[config.mk]
export PLATFORM = sky130hd
export DESIGN_NAME = lab3_seq_detector
export DESIGN_NICKNAME = d
export VERILOG_FILES = /design/src/rtl/lab3_pkg.sv /design/src/rtl/lab3_sat_counter.sv /design/src/rtl/lab3_seq_detector.sv
export SDC_FILE = /design/constraint.sdc
export NUM_CORES = 1
export LEC_CHECK = 0
export ABC_AREA = 1
export ABC_CLOCK_PERIOD_IN_PS = 3330
export BUFFER_PORTS_ARGS = -buffer_cell sky130_fd_sc_hd__buf_2
export CAP_MARGIN = 20
export CORE_AREA = 5 5 42 44
export CTS_BUF_LIST = sky130_fd_sc_hd__clkbuf_8 sky130_fd_sc_hd__clkbuf_16
export DETAILED_ROUTE_END_ITERATION = 8
export DIE_AREA = 0 0 47 49
export HOLD_SLACK_MARGIN = 0.03
export SYNTH_ARGS = -nofsm -noshare
export SYNTH_HDL_FRONTEND = slang
export SYNTH_SLANG_ARGS = --single-unit
[constraint.sdc]
create_clock -name clock -period 3.33 [get_ports clock]
set_input_delay 0.999 -clock clock [delete_from_list [all_inputs] [get_ports clock]]
set_output_delay 0.999 -clock clock [all_outputs]
set_load 0.02 [all_outputs]
[src/rtl/lab3_pkg.sv]
// Shared definitions for the 1011 serial sequence detector.
package lab3_pkg;

    // Pattern to detect, oldest bit in the MSB.
    localparam logic [3:0] PATTERN = 4'b1011;

    // FSM states: each names the longest pattern prefix seen so far.
    typedef enum logic [2:0] {
        S0 = 3'd0,  // no prefix
        S1 = 3'd1,  // "1"
        S2 = 3'd2,  // "10"
        S3 = 3'd3,  // "101"
        S4 = 3'd4   // "1011" complete
    } state_t;

endpackage

[src/rtl/lab3_sat_counter.sv]
// Saturating match counter with a sticky overflow flag, falling-edge clocked.
module lab3_sat_counter #(
    parameter int CNT_W = 4
) (
    input  logic             clock,
    input  logic             reset_n,
    input  logic             inc,
    input  logic             clr,
    output logic [CNT_W-1:0] count,
    output logic             overflow
);

    localparam logic [CNT_W-1:0] CNT_MAX = {CNT_W{1'b1}};

    logic [CNT_W-1:0] count_q, count_d;
    logic             overflow_q, overflow_d;

    // Next count: clear wins over increment; an increment at the ceiling sets overflow.
    always_comb begin
        count_d    = count_q;
        overflow_d = overflow_q;
        if (clr) begin
            count_d    = '0;
            overflow_d = 1'b0;
        end else if (inc) begin
            if (count_q == CNT_MAX) begin
                overflow_d = 1'b1;
            end else begin
                count_d = count_q + 1'b1;
            end
        end
    end

    // Counter and flag registers, updated on the falling edge.
    always_ff @(negedge clock or negedge reset_n) begin
        if (!reset_n) begin
            count_q    <= '0;
            overflow_q <= 1'b0;
        end else begin
            count_q    <= count_d;
            overflow_q <= overflow_d;
        end
    end

    assign count    = count_q;
    assign overflow = overflow_q;

endmodule

[src/rtl/lab3_seq_detector.sv]
// Moore FSM detecting serial 1011 (overlapping) with a saturating match counter.
module lab3_seq_detector
    import lab3_pkg::*;
#(
    parameter int CNT_W = 4
) (
    input  logic             clock,
    input  logic             reset_n,
    input  logic             din,
    input  logic             en,
    input  logic             clr,
    output logic             detect,
    output logic [CNT_W-1:0] match_count,
    output logic             overflow
);

    state_t state_q, state_d;
    logic   hit;

    // Next-state logic: advance only on enabled samples, otherwise hold.
    always_comb begin
        state_d = state_q;
        if (en) begin
            case (state_q)
                S0:      state_d = (din == PATTERN[3]) ? S1 : S0;
                S1:      state_d = (din == PATTERN[2]) ? S2 : S1;
                S2:      state_d = (din == PATTERN[1]) ? S3 : S0;
                S3:      state_d = (din == PATTERN[0]) ? S4 : S2;
                S4:      state_d = din ? S1 : S2;  // "1" restarts, "10" overlaps
                default: state_d = S0;
            endcase
        end
    end

    // State register on the falling edge; reset discards any partial pattern.
    always_ff @(negedge clock or negedge reset_n) begin
        if (!reset_n) begin
            state_q <= S0;
        end else begin
            state_q <= state_d;
        end
    end

    // A detection is counted exactly on the S3 -> S4 step.
    assign hit    = (state_q == S3) && (state_d == S4);
    assign detect = (state_q == S4);

    lab3_sat_counter #(
        .CNT_W(CNT_W)
    ) u_counter (
        .clock    (clock),
        .reset_n  (reset_n),
        .inc      (hit),
        .clr      (clr),
        .count    (match_count),
        .overflow (overflow)
    );

endmodule

Yosys cells after proc, flatten, opt, wreduce, memory -nomap -nowiden --
Index checks and enable logic that the tools add are counted. W data, S select, Z words.
Word-level totals: register bits after elaboration 8, bits of input ports 5, output and inout port bits 6, logic and storage cells 30
Cells by class: $add $sub $neg 1, eq/ne operators 7, mux-type cells 12, reductions and logical operators 7
Operators with widths (number):
- $mux W4 | 3
- $pmux W3 S4 | 1
- $eq A3 B2 Y1 const B | 2
- $eq A3 B3 Y1 const B | 2
- $mux W3 | 2
- $add A4 B1 Y4 const B | 1
- $eq A4 B4 Y1 const B | 1
- $mux W1 | 4
- $mux W2 | 2
- $reduce_and A2 Y1 | 2
- $reduce_bool A2 Y1 | 2
- $eq A3 B1 Y1 const B | 1
- $logic_not A3 Y1 | 1
- $ne A2 B2 Y1 const B | 1
- $reduce_or A2 Y1 | 1
- $logic_and A1 B1 Y1 | 1

Logic depth before layout (Yosys ltp) --
depth after elaboration 8, depth in mapped cells 7, depth with buffers taken out 7

By module --
A second synthesis with hierarchy kept.
Unflattened totals: cell total of the unflattened synthesis 58, area total of the unflattened synthesis 434.2 um^2
By module, submodules not included:
- lab3_sat_counter | times used 1, cells an instance 34, area an instance 264.0 um^2, sequential area each 125.1 um^2
- lab3_seq_detector | times used 1, cells an instance 24, area an instance 170.2 um^2, sequential area each 75.1 um^2

==> out/metrics.yaml <==
outcome: "complete, but fails checks"
failed_checks: "setup timing"
cp.arrival_ps: 2600
wirelength_um: 1060
synth_top_family_by_area: "simple AND/OR/NAND/NOR gates"
yosysWarnings: 0
synth_seq_area_share: 0.455
power_switching_uw: 70.7
grt_usage: 0.115
cp_num_cells: 4
crit_type: "register to output port"
drv_slew: 0
drt_iter0_drc: 4
grt_pass1_wl_um: 1890
hold_path.startpoint: "u_counter.count[3]$_DFFE_NN0P_"
synth_top_area_share: 0.455
synth_area_um2: 440
design.die.area_um2: 2300
die_h_um: 49
yosysMostFrequentCell: "nand2_1"
max-vdd-ir-drop_mv: 0.143
finalHoldViolations: 0
cts_num_sinks: 8
ios: 11
drive_gt1_frac: 0.456
avgSynthCellArea_um2: 7.59
grt_pass1_vias: 480
num_antenna_cells: 0
path_clk_slew_ps: 30
synthArstFlopShare: 1.00
vias: 487
muxShareOfSynthArea: 0
post-route-drc-count: 0
syn_nets: 64
syn_to_final_growth_pct: 69.6
wl_per_cell_um: 9.96
yosys-top-cells-count: "nand2_1, dfrtn_1, inv_1"
initial_utilization: 0.314
clock_latency_ps: 250
hpwl_um: 791
synthFlopType: "dfrtn_1"
pwr-share-comb: 0.228
synth_cell_types: 13
fp.dieW_um: 47
fin_ws_ps: -272
crit_fanout: 2
synth_edf_count: 0
synth_area_leaders: "dfrtn_1, nand2_1, nand4_1"
p_sw_frac: 0.244
power_uw: 289
dp.cells: 94
leakagePower_nw: 0.424
gp_congestion: 0.871
core-area_um2: 1400
synth-simple-area-share: 0.344
critPathBufInv: 2
regArea_um2: 200
startpoint: "state_q[0]$_DFF_NN0_"
synthAdderAreaFrac: 0.0284
grt_max_degree: 9
endpoint_kind: "output port"
fin_nets: 98
vias_per_cell: 4.59
pwr-share-clk: 0.398
r2r_start: "u_counter.count[0]$_DFFE_NN0P_"
root_buffer: "clkbuf_8"
worstSetupStartpointType: "register"
htreeDepth: 1
yosys.area.top_type: "dfrtn_1"
io_buffers: 10
setup_violations: 6
slew-limit-headroom: 0.876
ant_nets: 0
critical_path.top_delay_family: "flip-flops"
cts_buffers: 3
fin_tns_setup_ps: -929
stdcell_count: 106
rr_worst_depth: 9
nFillCells: 148
rsz0062_at_grt: "true"
powerDensity_nw_per_um2: 387
cts.path.max_buffers: 2
worstPathRequired_ps: 2330
whs_path_depth: 3
p_seq_frac: 0.374
post-route-util: 0.533
fin_skew_ps: 1.31
synth-seq-cells: 8
worst_pin_slew_ps: 186
first_pass_iters: 2
grt_overflow: 0
worst_path_max_delay_cell: "dfrtn_1"
cts_tree: "yes"
hp-class: "register to register"
num_rows: 14
synth-xor-area-share: 0.0199
multi_input_area_um2: 220
cap_violations: 0
critPathMaxStageDelay_ps: 410
syn_inst: 58
cp_cell_sequence: "inv_2 > nand2_4 > nor2_4 > buf_6"
antenna_found_initial: 0
p_int_uw: 219
synth-compound-area-share: 0.0739
==> worst paths after layout <==
check / end / slack [ps]
hold reg to reg: u_counter.count[3]$_DFFE_NN0P_ / 590
max in group asynchronous: state_q[0]$_DFF_NN0_ / 990
setup reg to reg: u_counter.count[2]$_DFFE_NN0P_ / 1890
hold / removal: u_counter.count[3]$_DFFE_NN0P_ / 590
min in group asynchronous: u_counter.count[3]$_DFFE_NN0P_ / 2140
setup / recovery: detect / -270
==> flip-flops by register name (all words and copies together) (netlist names) <==
| signal | cells |
|---|---|
| state_q | 3 |
| u_counter.count | 4 |
| u_counter.overflow | 1 |
==> routing by layer <==
layer,vias to the layer above,global-route usage,part of all wire,routed length [um]
li1,254,-,-,-
met3,5,0.0517,0.074,78
met1,214,0.135,0.41,437
met4,0,0.0737,0.036,38
met5,-,0,0,0
met2,14,0.163,0.48,502
==> metrics by stage <==
stage / cell area (um^2) / setup WS [ps] / hold WS, ps
after floorplan: 448 / 4.03 / 458
after global placement: 593 / -105 / 447
after detailed placement: 593 / -124 / 438
after CTS: 697 / -290 / 539
after global routing: 747 / -314 / 636
final: 747 / -272 / 589
==> worst reg2reg max path: stages (launching register included) <==
cell	delay, ps
dfrtn_1	350
buf_4	140
buf_4	140
ha_1	230
nand3_2	110
clkinv_2	70
nand2_2	70
nand2_2	70
nand2_1	70
nand2_1	50
==> cell type report <==
cell class / instances / share of cell area
clock buffers: 3 / 0.0553
flip-flops and latches: 8 / 0.268
multi-input cells: 41 / 0.295
inverters: 9 / 0.0469
well taps: 16 / 0.0268
repair buffers: 29 / 0.308
==> power by group through the flow <==
stage	combinational, mW	sequential (mW)	clock (mW)
finish	0.0661	0.108	0.115
global route	0.0735	0.109	0.121
CTS	0.0533	0.108	0.118
detailed placement	0.0436	0.109	0
global placement	0.0435	0.109	0
floorplan	0.0205	0.110	0
==> timing repair <==
item / CTS / global route
pin swaps: 1 / 1
setup endpoints to repair: 6 / 6
gates resized for setup: 15 / 2
hold endpoints to repair: 0 / 0
setup buffers: 3 / 6
hold buffers: 0 / 0
==> placed cells by master, fill, tap and decap left out <==
| master | instances |
|---|---|
| inv_2 | 3 |
| nand2_4 | 1 |
| o21ai_0 | 5 |
| inv_1 | 5 |
| buf_2 | 4 |
| nand4_1 | 5 |
| buf_6 | 6 |
| nor2_4 | 1 |
| nand2_1 | 18 |
| clkinv_2 | 1 |
| nor2_1 | 2 |
| dfrtn_1 | 8 |
| ha_1 | 1 |
| clkbuf_8 | 3 |
| o21bai_1 | 1 |
| nand3_2 | 1 |
| nand3_1 | 3 |
| xor2_1 | 1 |
| buf_4 | 19 |
| nand2_2 | 2 |
==> cells by family after synthesis <==
kind of cell               count (synthesis)
and+or+nand+nor                           33
DFF                                        8
xor gates and xnor gates                   1
buffers and inverters                      9
adders and majority gates                  1
AOI/OAI and AO/OA                          6
Note: power is estimated with default switching activity, not from simulation.
